$ cat config.mk
export PLATFORM = sky130hd
export DESIGN_NAME = control_pulses_seq_flat
export DESIGN_NICKNAME = d
export VERILOG_FILES = /design/src/rtl/control_pulses_pkg.sv /design/src/rtl/control_pulses_seq_if.sv /design/src/rtl/control_pulses_dispatch.sv /design/src/rtl/control_pulses_seq.sv /design/src/flat_wrapper.sv
export SDC_FILE = /design/constraint.sdc
export NUM_CORES = 1
export LEC_CHECK = 0
export ABC_AREA = 1
export CAP_MARGIN = 25
export CORE_MARGIN = 2
export CORE_UTILIZATION = 35
export CTS_CLUSTER_SIZE = 12
export DETAILED_ROUTE_END_ITERATION = 10
export HOLD_SLACK_MARGIN = 0.03
export MAX_ROUTING_LAYER = met4
export PLACE_DENSITY_LB_ADDON = 0.1
export RECOVER_POWER = 25
export SLEW_MARGIN = 20
export SYNTH_ARGS = -nofsm -noshare
export SYNTH_HDL_FRONTEND = slang
export SYNTH_SLANG_ARGS = --single-unit
$ cat constraint.sdc
create_clock -name clk -period 2 [get_ports clk]
set_clock_uncertainty 0.2 [all_clocks]
set_input_delay 0.2 -clock clk [delete_from_list [all_inputs] [get_ports clk]]
set_output_delay 0.2 -clock clk [all_outputs]
set_load 0.03 [all_outputs]
$ cat src/rtl/control_pulses_pkg.sv
// Shared encodings for the AGC-style microsequencer: state codes, ALU ops and mux selects.
// State codes are fixed by the instruction set and must never be renumbered.
package control_pulses_pkg;

  localparam int STATE_W = 5;

  typedef enum logic [STATE_W-1:0] {
    S_TC      = 5'd0,
    S_CCS     = 5'd1,
    S_INDEX   = 5'd2,
    S_TS      = 5'd3,
    S_CA      = 5'd4,
    S_CS      = 5'd5,
    S_AD      = 5'd6,
    S_MASK    = 5'd7,
    S_XCH     = 5'd8,
    S_ADS     = 5'd9,
    S_MP      = 5'd10,
    S_EXTEND  = 5'd11,
    S_LOAD    = 5'd12,
    S_DXCH_LO = 5'd13,
    S_DXCH_HI = 5'd14,
    S_INIT    = 5'd30
  } state_e;

  localparam logic [2:0] ALU_PASS = 3'd0;
  localparam logic [2:0] ALU_ADD  = 3'd1;
  localparam logic [2:0] ALU_AND  = 3'd2;
  localparam logic [2:0] ALU_COM  = 3'd3;
  localparam logic [2:0] ALU_MUL  = 3'd4;
  localparam logic [2:0] ALU_DABS = 3'd5;

  localparam logic [1:0] A_MUX_HOLD = 2'd0;
  localparam logic [1:0] A_MUX_ALU  = 2'd1;
  localparam logic [1:0] A_MUX_G    = 2'd2;

  localparam logic [1:0] Q_MUX_HOLD = 2'd0;
  localparam logic [1:0] Q_MUX_Z    = 2'd1;

  localparam logic [1:0] X_MUX_HOLD = 2'd0;
  localparam logic [1:0] X_MUX_A    = 2'd1;

  localparam logic [1:0] Z_MUX_INC  = 2'd0;
  localparam logic [1:0] Z_MUX_G    = 2'd1;
  localparam logic [1:0] Z_MUX_LP   = 2'd2;

  localparam logic [2:0] Y_MUX_HOLD = 3'd0;
  localparam logic [2:0] Y_MUX_G    = 3'd1;

endpackage

$ cat src/rtl/control_pulses_seq_if.sv
// Instruction-field inputs and control-pulse outputs of the microsequencer.
// master = instruction register / datapath side, slave = sequencer.
interface control_pulses_seq_if;
  import control_pulses_pkg::*;

  logic [2:0]         opcode;
  logic [1:0]         qc;
  logic               extracode;

  logic               ext_flag;
  logic               mem_wr, lp_wr, g_wr, q_wr, b_wr, a_wr, y_wr, x_wr, z_wr;
  logic               maddr_mux, mdata_mux, lp_mux, g_mux, b_mux;
  logic [1:0]         q_mux, a_mux, x_mux, z_mux;
  logic [2:0]         alu_op;
  logic [2:0]         y_mux;
  logic [STATE_W-1:0] dbg_state;

  modport master (
    output opcode, qc, extracode,
    input  ext_flag, mem_wr, lp_wr, g_wr, q_wr, b_wr, a_wr, y_wr, x_wr, z_wr,
    input  maddr_mux, mdata_mux, lp_mux, g_mux, b_mux,
    input  q_mux, a_mux, x_mux, z_mux, alu_op, y_mux, dbg_state
  );

  modport slave (
    input  opcode, qc, extracode,
    output ext_flag, mem_wr, lp_wr, g_wr, q_wr, b_wr, a_wr, y_wr, x_wr, z_wr,
    output maddr_mux, mdata_mux, lp_mux, g_mux, b_mux,
    output q_mux, a_mux, x_mux, z_mux, alu_op, y_mux, dbg_state
  );
endinterface

$ cat src/rtl/control_pulses_dispatch.sv
// Combinational instruction dispatch: opcode/qc/extracode -> first state of the instruction.
// MP via extracode exists only when CONTROL_PULSES_MP_EN is defined.
module control_pulses_dispatch
  import control_pulses_pkg::*;
(
  input  logic [2:0] opcode_i,
  input  logic [1:0] qc_i,
  input  logic       extracode_i,
  output state_e     next_o
);

`ifndef CONTROL_PULSES_MP_EN
  logic unused_extracode;
  assign unused_extracode = extracode_i;
`endif

  always_comb begin
    next_o = S_INIT;
    case (opcode_i)
      3'd0: next_o = S_TC;
      3'd1: next_o = S_CCS;
      3'd2: next_o = S_ADS;
      3'd3: next_o = S_CA;
      3'd4: next_o = S_CS;
      3'd5: begin
        case (qc_i)
          2'd0:    next_o = S_INDEX;
          2'd1:    next_o = S_LOAD;
          2'd2:    next_o = S_TS;
          2'd3:    next_o = S_XCH;
          default: next_o = S_INIT;
        endcase
      end
      3'd6: next_o = S_AD;
      3'd7: begin
`ifdef CONTROL_PULSES_MP_EN
        case (extracode_i)
          1'b1:    next_o = S_MP;
          1'b0:    next_o = S_MASK;
          default: next_o = S_INIT;
        endcase
`else
        next_o = S_MASK;
`endif
      end
      default: next_o = S_INIT;
    endcase
  end

endmodule

$ cat src/rtl/control_pulses_seq.sv
// Microsequencer: 5-bit state register with Moore decode of control pulses.
// Optional macro CONTROL_PULSES_MP_EN enables the MP (extracode + opcode 7) state.
module control_pulses_seq
  import control_pulses_pkg::*;
(
  input  logic                clk,
  input  logic                rst_n,
  control_pulses_seq_if.slave bus
);

  state_e state_q, state_d;
  state_e dispatch_state;

  control_pulses_dispatch u_dispatch (
    .opcode_i    (bus.opcode),
    .qc_i        (bus.qc),
    .extracode_i (bus.extracode),
    .next_o      (dispatch_state)
  );

  always_ff @(posedge clk) begin
    if (!rst_n) state_q <= S_INIT;
    else        state_q <= state_d;
  end

  // The LOAD/DXCH chain runs to EXTEND regardless of inputs; everything else dispatches.
  always_comb begin
    state_d = S_INIT;
    case (state_q)
      S_LOAD:    state_d = S_DXCH_LO;
      S_DXCH_LO: state_d = S_DXCH_HI;
      S_DXCH_HI: state_d = S_EXTEND;
      S_TC, S_CCS, S_INDEX, S_TS, S_CA, S_CS, S_AD, S_MASK,
      S_XCH, S_ADS, S_EXTEND, S_INIT:
        state_d = dispatch_state;
`ifdef CONTROL_PULSES_MP_EN
      S_MP:      state_d = dispatch_state;
`endif
      default:   state_d = S_INIT;
    endcase
  end

  always_comb begin
    bus.ext_flag  = 1'b0;
    bus.mem_wr    = 1'b0;
    bus.lp_wr     = 1'b0;
    bus.g_wr      = 1'b0;
    bus.q_wr      = 1'b0;
    bus.b_wr      = 1'b0;
    bus.a_wr      = 1'b0;
    bus.y_wr      = 1'b0;
    bus.x_wr      = 1'b0;
    bus.z_wr      = 1'b0;
    bus.maddr_mux = 1'b0;
    bus.mdata_mux = 1'b0;
    bus.lp_mux    = 1'b0;
    bus.g_mux     = 1'b0;
    bus.b_mux     = 1'b0;
    bus.q_mux     = Q_MUX_HOLD;
    bus.a_mux     = A_MUX_HOLD;
    bus.x_mux     = X_MUX_HOLD;
    bus.z_mux     = Z_MUX_INC;
    bus.alu_op    = ALU_PASS;
    bus.y_mux     = Y_MUX_HOLD;
    case (state_q)
      S_TC: begin
        bus.q_wr = 1'b1; bus.q_mux = Q_MUX_Z;
        bus.z_wr = 1'b1; bus.z_mux = Z_MUX_G;
      end
      S_CCS: begin
        bus.x_wr = 1'b1; bus.x_mux = X_MUX_A;
        bus.alu_op = ALU_DABS;
        bus.a_wr = 1'b1; bus.a_mux = A_MUX_ALU;
      end
      S_INDEX: begin
        bus.b_wr = 1'b1; bus.b_mux = 1'b1;
      end
      S_TS: begin
        bus.mem_wr = 1'b1; bus.mdata_mux = 1'b1; bus.maddr_mux = 1'b1;
      end
      S_CA: begin
        bus.g_wr = 1'b1;
        bus.a_wr = 1'b1; bus.a_mux = A_MUX_G;
      end
      S_CS: begin
        bus.g_wr = 1'b1;
        bus.alu_op = ALU_COM;
        bus.a_wr = 1'b1; bus.a_mux = A_MUX_ALU;
      end
      S_AD, S_ADS, S_MASK: begin
        bus.x_wr = 1'b1;
        bus.y_wr = 1'b1; bus.y_mux = Y_MUX_G;
        bus.a_wr = 1'b1; bus.a_mux = A_MUX_ALU;
        bus.alu_op = (state_q == S_MASK) ? ALU_AND : ALU_ADD;
        bus.mem_wr = (state_q == S_ADS);
      end
`ifdef CONTROL_PULSES_MP_EN
      S_MP: begin
        bus.x_wr = 1'b1;
        bus.y_wr = 1'b1; bus.y_mux = Y_MUX_G;
        bus.a_wr = 1'b1; bus.a_mux = A_MUX_ALU;
        bus.alu_op = ALU_MUL;
      end
`endif
      S_XCH: begin
        bus.g_wr = 1'b1; bus.g_mux = 1'b1;
        bus.a_wr = 1'b1; bus.a_mux = A_MUX_G;
        bus.mem_wr = 1'b1;
      end
      S_LOAD: begin
        bus.g_wr = 1'b1; bus.maddr_mux = 1'b1;
      end
      S_DXCH_LO: begin
        bus.lp_wr = 1'b1; bus.lp_mux = 1'b1;
        bus.mem_wr = 1'b1;
      end
      S_DXCH_HI: begin
        bus.a_wr = 1'b1; bus.a_mux = A_MUX_G;
        bus.z_wr = 1'b1; bus.z_mux = Z_MUX_LP;
      end
      S_EXTEND: begin
        bus.ext_flag = 1'b1;
        bus.z_wr = 1'b1; bus.z_mux = Z_MUX_INC;
      end
      default: ;
    endcase
  end

  assign bus.dbg_state = state_q;

endmodule

$ cat src/flat_wrapper.sv
// flat-port wrapper written by rule: the top's interface ports become plain ports
module control_pulses_seq_flat import control_pulses_pkg::*;
  (clk, rst_n, bus_opcode, bus_qc, bus_extracode, bus_ext_flag, bus_mem_wr, bus_lp_wr, bus_g_wr, bus_q_wr, bus_b_wr, bus_a_wr, bus_y_wr, bus_x_wr, bus_z_wr, bus_maddr_mux, bus_mdata_mux, bus_lp_mux, bus_g_mux, bus_b_mux, bus_q_mux, bus_a_mux, bus_x_mux, bus_z_mux, bus_alu_op, bus_y_mux, bus_dbg_state);
  control_pulses_seq_if bus_i ();
  input  logic clk;
  input  logic rst_n;
  input wire logic [$bits(bus_i.opcode)-1:0] bus_opcode;
  input wire logic [$bits(bus_i.qc)-1:0] bus_qc;
  input wire logic [$bits(bus_i.extracode)-1:0] bus_extracode;
  output wire logic [$bits(bus_i.ext_flag)-1:0] bus_ext_flag;
  output wire logic [$bits(bus_i.mem_wr)-1:0] bus_mem_wr;
  output wire logic [$bits(bus_i.lp_wr)-1:0] bus_lp_wr;
  output wire logic [$bits(bus_i.g_wr)-1:0] bus_g_wr;
  output wire logic [$bits(bus_i.q_wr)-1:0] bus_q_wr;
  output wire logic [$bits(bus_i.b_wr)-1:0] bus_b_wr;
  output wire logic [$bits(bus_i.a_wr)-1:0] bus_a_wr;
  output wire logic [$bits(bus_i.y_wr)-1:0] bus_y_wr;
  output wire logic [$bits(bus_i.x_wr)-1:0] bus_x_wr;
  output wire logic [$bits(bus_i.z_wr)-1:0] bus_z_wr;
  output wire logic [$bits(bus_i.maddr_mux)-1:0] bus_maddr_mux;
  output wire logic [$bits(bus_i.mdata_mux)-1:0] bus_mdata_mux;
  output wire logic [$bits(bus_i.lp_mux)-1:0] bus_lp_mux;
  output wire logic [$bits(bus_i.g_mux)-1:0] bus_g_mux;
  output wire logic [$bits(bus_i.b_mux)-1:0] bus_b_mux;
  output wire logic [$bits(bus_i.q_mux)-1:0] bus_q_mux;
  output wire logic [$bits(bus_i.a_mux)-1:0] bus_a_mux;
  output wire logic [$bits(bus_i.x_mux)-1:0] bus_x_mux;
  output wire logic [$bits(bus_i.z_mux)-1:0] bus_z_mux;
  output wire logic [$bits(bus_i.alu_op)-1:0] bus_alu_op;
  output wire logic [$bits(bus_i.y_mux)-1:0] bus_y_mux;
  output wire logic [$bits(bus_i.dbg_state)-1:0] bus_dbg_state;
  assign bus_i.opcode = bus_opcode;
  assign bus_i.qc = bus_qc;
  assign bus_i.extracode = bus_extracode;
  assign bus_ext_flag = bus_i.ext_flag;
  assign bus_mem_wr = bus_i.mem_wr;
  assign bus_lp_wr = bus_i.lp_wr;
  assign bus_g_wr = bus_i.g_wr;
  assign bus_q_wr = bus_i.q_wr;
  assign bus_b_wr = bus_i.b_wr;
  assign bus_a_wr = bus_i.a_wr;
  assign bus_y_wr = bus_i.y_wr;
  assign bus_x_wr = bus_i.x_wr;
  assign bus_z_wr = bus_i.z_wr;
  assign bus_maddr_mux = bus_i.maddr_mux;
  assign bus_mdata_mux = bus_i.mdata_mux;
  assign bus_lp_mux = bus_i.lp_mux;
  assign bus_g_mux = bus_i.g_mux;
  assign bus_b_mux = bus_i.b_mux;
  assign bus_q_mux = bus_i.q_mux;
  assign bus_a_mux = bus_i.a_mux;
  assign bus_x_mux = bus_i.x_mux;
  assign bus_z_mux = bus_i.z_mux;
  assign bus_alu_op = bus_i.alu_op;
  assign bus_y_mux = bus_i.y_mux;
  assign bus_dbg_state = bus_i.dbg_state;
  control_pulses_seq u_core (.clk(clk), .rst_n(rst_n), .bus(bus_i));
endmodule
### Word-level counts from Yosys, hierarchy flattened

Index checks and enable logic that the tools add are counted.
Widths: inputs -> output; s select.

* register bits: 5
* input bits: 8
* output and inout bits: 34
* word-level logic and storage cells: 61

* equal/unequal tests: 24
* mux-type cells: 23
* reduce and logical (&&, ||, !) cells: 13

Operators by type and width (count)
* $pmux 5 s4: 2
* $pmux 5 s8: 1
* $eq 5x4->1 const B: 6
* $eq 5x3->1 const B: 4
* $mux 1: 15
* $eq 3x3->1 const B: 4
* $reduce_or 12->1: 1
* $reduce_or 3->1: 4
* $eq 5x2->1 const B: 2
* $pmux 3 s3: 1
* $pmux 2 s2: 2
* $reduce_or 4->1: 2
* $reduce_or 8->1: 1
* $eq 3x2->1 const B: 2
* $eq 5x1->1 const B: 1
* $eq 5x5->1 const B: 1
* $logic_not 5->1: 1
* $reduce_or 5->1: 1
* $eq 2x2->1 const B: 2
* $eq 3x1->1 const B: 1
* $logic_not 3->1: 1
* $eq 2x1->1 const B: 1
* $logic_not 2->1: 1
* $mux 2: 1
* 2 further kinds: 2

### Longest topological paths before layout

* word-level depth: 4
* mapped depth: 10
* gate-level depth less buffers: 10

### Modules after synthesis

From an unflattened synthesis, not the netlist that was laid out.

* cell total of the unflattened synthesis: 119
* area total of the unflattened synthesis: 700.7 sq um

Modules (own cells, without submodules)
* control_pulses_seq: instances 1, cells each 95, area an instance 599.3 sq um, seq. area each 100.1 sq um
* control_pulses_dispatch: instances 1, cells each 24, area an instance 101.3 sq um, seq. area each 0.0 sq um

### Least setup slack after synthesis

OpenSTA, ideal clock, no wires.

* kind: reg2out
* from: reg u_core.state_q[0], in the netlist u_core.bus.dbg_state[0]
* to: out bus_q_mux[0]
* data arrival time: 1580 ps
* setup slack: 20 ps
* cell stages (with the launch flop): 5
* path buffers: 1
* cells stage by stage: dfxtp_1 nor2_2 nand2_1 nor2_1 buf_4

* word-level cells in the longest chain between the ends: 2

Ends and longest elaborated chain
* from (decl): RTL line control_pulses_seq.sv:11 `state_e state_q, state_d;`
* from (signal assigned): RTL line control_pulses_seq.sv:23 `else state_q <= state_d;`
* $logic_not 5->1: RTL line control_pulses_seq.sv:65 `case (state_q)`
* $mux 1: RTL line control_pulses_seq.sv:65
* to (decl): RTL line flat_wrapper.sv:25 `output wire logic [$bits(bus_i.q_mux)-1:0] bus_q_mux;`

Every way passes these cells.

### Worst setup path after layout

* from: reg u_core.state_q[2], in the netlist u_core.bus.dbg_state[2]
* to: out bus_z_wr

* word-level cells in the longest chain between the ends: 3
* elaborated cells on any way between the ends: 5
* classes of those cells: eq/ne: 2; mux: 1; reduce/logical: 2

Ends and longest elaborated chain
* $eq 5x4->1 / $logic_not 5->1 (equally long branches): RTL line control_pulses_seq.sv:65
* $reduce_or 3->1 (no source line) *
* $mux 1 *: RTL line control_pulses_seq.sv:65
* to (decl): RTL line flat_wrapper.sv:19 `output wire logic [$bits(bus_i.z_wr)-1:0] bus_z_wr;`

Mark *: on every way between the ends. The rest lies on a longest branch, timed or not.

==> impl_metrics.csv <==
group,metric,value,unit
cts,cts-buffers-inserted,3,
worst_setup_path,cp_slowest_stage_delay,0.37,ns
worst_setup_path,critical_path.slowest_cell,"sky130_fd_sc_hd__dfxtp_2",
route,vias,873,
worst_setup_path,critical_path.endpoint_type,"output pin",
route,post_detailed_routing_wire_length,2.06,mm
job,maxCapViolations,0,
layout,areaGrowthSynthToFinish,64.7,%
worst_setup_path,cp_top_family,"buffers and inverters",
worst_hold_path,holdCritPathClass,"primary input to flop",
yosys,synthesis.area_per_instance,5.67,um^2
die,fp.dieW,47.7,um
yosys,adder_cell_area_share_of_the_yosys_netlist,0,
grt,busiest_layer,"met2",
worst_setup_path,critical_path_buf_inv_count,4,
yosys,synthXorXnorAreaFrac,0,
worst_hold_path,min_from,"rst_n",
worst_setup_path,timing.critical_path.required,1.60,ns
yosys,ys_seq_elements,5,
worst_setup_path,setup_cp_type,"flop to output pin",
layout,instances_no_fill,195,
timing,setup_total_negative_slack,0,ns
power,worst_ir_drop_vdd,0.794,mV
power,switching_part_of_the_total_power,0.531,
cts,cts_tree,"yes",
yosys,synth_ff_type,"sky130_fd_sc_hd__dfxtp_1",
grt,globalRouteTotalUtil,0.204,
layout,final_net_count,179,
worst_setup_path,reg2reg_depth,10,
layout,layout_commonest_cell,"sky130_fd_sc_hd__buf_4",
worst_hold_path,worst_hold_path.num_cells,2,
yosys,fraction_of_synthesized_area_in_multiplexers,0,
grt,first_global_vias,787,
cts,cts_root_buf,"sky130_fd_sc_hd__clkbuf_4",
power,total_power,0.00137,W
grt,globalRouteMet1Util,0.234,
place,place_congestion,0.864,
die,core_box_area,1760,um^2
grt,overflow,0,
layout,drive_gt1_frac,0.382,
grt,globalRouteMet2Util,0.381,
power,comb_power_share,0.756,
timing,fmax,522,MHz
worst_setup_path,worst_r2r_endpoint,"u_core.bus.dbg_state[2]",
place,place.detailed.hpwl,1.78,mm
grt,gr-usage-met3,0.0189,
die,fp.dieArea,2280,um^2
power,pwr-share-clk,0.087,
power,sequentialPowerShare,0.157,
yosys,main_combinational_cell_family_by_area_after_synthesis,"simple AND/OR/NAND/NOR gates",
route,viasPerCell,4.48,
place,buffer_ports.inserted,36,
worst_setup_path,worst-path-max-fanout,5,
layout,finalInstanceArea,1100,um^2
die,initial_core_util,0.379,
timing,timing.final.crit_period,1.92,ns
cts,cts_num_sinks,5,
grt,initial_antenna_violation_count,0,
yosys,yosys.area_share.simple,0.493,
grt,grt_start_max_net_pins,7,
worst_setup_path,critical_path_arrival,1.52,ns
die,placement_rows,15,
worst_setup_path,rr_startpoint,"u_core.bus.dbg_state[2]",
place,detailed_place.area,1090,um^2
die,io-pin-count,42,
die,floorplan.die.height,47.7,um
worst_setup_path,cp_common_cell,"sky130_fd_sc_hd__buf_4",
yosys,ys.warnings.count,0,
timing,number_of_failing_hold_endpoints_at_the_final_stage,0,
yosys,synthesis.instances,118,
yosys,synth_compound_gate_area_share,0.120,
yosys,synth_cell_type_count,23,
power,ratio_of_total_power_to_cell_area,1240,nW/um^2
cts,cts_setup_buffers,0,
layout,layout.cells.most_common_list,"36 x sky130_fd_sc_hd__buf_4, 21 x sky130_fd_sc_hd__nand2_1, 16 x sky130_fd_sc_hd__nor2_1",
worst_hold_path,min_to,"u_core.bus.dbg_state[4]",
layout,diodes,0,
yosys,async_set_or_reset_flop_fraction_in_the_synthesized_netlist,0,
timing,fin_crit_sh,0.958,
timing,fin_hold_ws,0.320,ns
route,wire_per_inst,10.6,um
layout,final.fill_count,196,
cts,cts-htree-levels,1,
route,drtIter0Drc,16,
timing,rsz0062_at_grt,"false",
yosys,ys_seq_area_frac,0.150,
grt,grt_first_pass_wirelength,3.23,mm
cts,cts_buffer_depth,2,
yosys,synth-edff-count,0,
power,power_dissipated_by_switching_net_loads,0.000727,W
power,cell_internal_pwr,0.000641,W
layout,largest_register_ffs,5,
cts,clk_latency,0.24,ns
timing,finalSetupViolations,0,
worst_setup_path,startpoint_type,"flop",
worst_setup_path,setup.reg_to_reg.worst_slack,0.19,ns
cts,clock_slew_seen_by_the_registers_of_the_worst_setup_and_hold_paths,0.04,ns
place,place_inst,191,
route,antenna_violating_nets_post_route,0,
timing,final_max_slew_viols,0,
power,leakage,0.663,nW
route,drtPass1Iterations,4,
route,drc,0,
yosys,netlist_area,669,um^2
worst_setup_path,crit_chain,"buf_4, nor2_2, buf_4, inv_1, o21ai_1, or2_2, buf_4",
run_status,status,"complete, no violations",
-- layer usage --
metal | vias to the layer above | routed length, um
li1 | 463 | -
met1 | 382 | 850
met2 | 28 | 1090
met3 | 0 | 120
met4 | 0 | 0
met5 | - | 0
-- worst max path at each step --
stage               slack (ns)            to               startpoint  cells after the start
finish                    0.08      bus_z_wr  u_core.bus.dbg_state[2]                      7
global route              0.02      bus_a_wr  u_core.bus.dbg_state[1]                      6
CTS                       0.03      bus_z_wr  u_core.bus.dbg_state[3]                      6
detailed placement       -0.05      bus_a_wr  u_core.bus.dbg_state[3]                      7
global placement         -0.02      bus_a_wr  u_core.bus.dbg_state[0]                      6
floorplan                 0.02  bus_q_mux[0]  u_core.bus.dbg_state[0]                      4
-- per-stage QoR --
stage	worst slack (ns)	util
6_report	0.0841	0.625
5_1_grt	0.0205	0.625
4_1_cts	0.0251	0.633
3_5_place_dp	-0.0462	0.619
3_3_place_gp	-0.0196	0.619
2_1_floorplan	0.0197	-
-- cells by family after synthesis --
group / Yosys count
DFF: 5
buffers and inverters: 31
AOI/OAI and AO/OA: 13
other: 1
and+or+nand+nor: 68
-- synthesized netlist by cell type, types with 2 or more instances --
library cell | n | area, um^2
sky130_fd_sc_hd__nor2_1 | 16 | 60.1
sky130_fd_sc_hd__inv_2 | 5 | 18.8
sky130_fd_sc_hd__nor3_1 | 2 | 10.0
sky130_fd_sc_hd__inv_1 | 15 | 56.3
sky130_fd_sc_hd__nor2_2 | 6 | 37.5
sky130_fd_sc_hd__nor2_4 | 2 | 22.5
sky130_fd_sc_hd__nand3_1 | 14 | 70.1
sky130_fd_sc_hd__o21ai_0 | 2 | 10.0
sky130_fd_sc_hd__a21oi_1 | 5 | 25.0
sky130_fd_sc_hd__buf_4 | 10 | 75.1
sky130_fd_sc_hd__nand2_1 | 21 | 78.8
sky130_fd_sc_hd__o211ai_1 | 2 | 15.0
sky130_fd_sc_hd__nand3_2 | 2 | 20.0
sky130_fd_sc_hd__dfxtp_1 | 5 | 100
sky130_fd_sc_hd__nand2_2 | 3 | 18.8
-- timing repair --
item / CTS / global route
cloned: 0 / 0
hold buffers: 0 / 0
endpoints found under the hold margin: 0 / 0
setup endpoints to repair: 6 / 2
gates resized for setup: 8 / 3
-- power groups by stage --
stage / registers (W) / clock network, W / logic (W)
2_1_floorplan: 0.000282 / 0 / 0.000557
3_3_place_gp: 0.000208 / 0 / 0.00105
3_5_place_dp: 0.000209 / 0 / 0.00106
4_1_cts: 0.000209 / 0.000118 / 0.00106
5_1_grt: 0.000225 / 0.000118 / 0.00112
6_report: 0.000215 / 0.000119 / 0.00103
-- final cells by class --
type	count	area [um^2]	share of cell area
Tap cell	25	31.3	0.0284
Multi-Input combinational cell	85	420	0.381
Sequential cell	5	105	0.0953
Timing Repair Buffer	56	444	0.403
Clock buffer	4	26.3	0.0238
Inverter	20	75.1	0.0681
No activity file was read; power rests on OpenSTA's default activity.
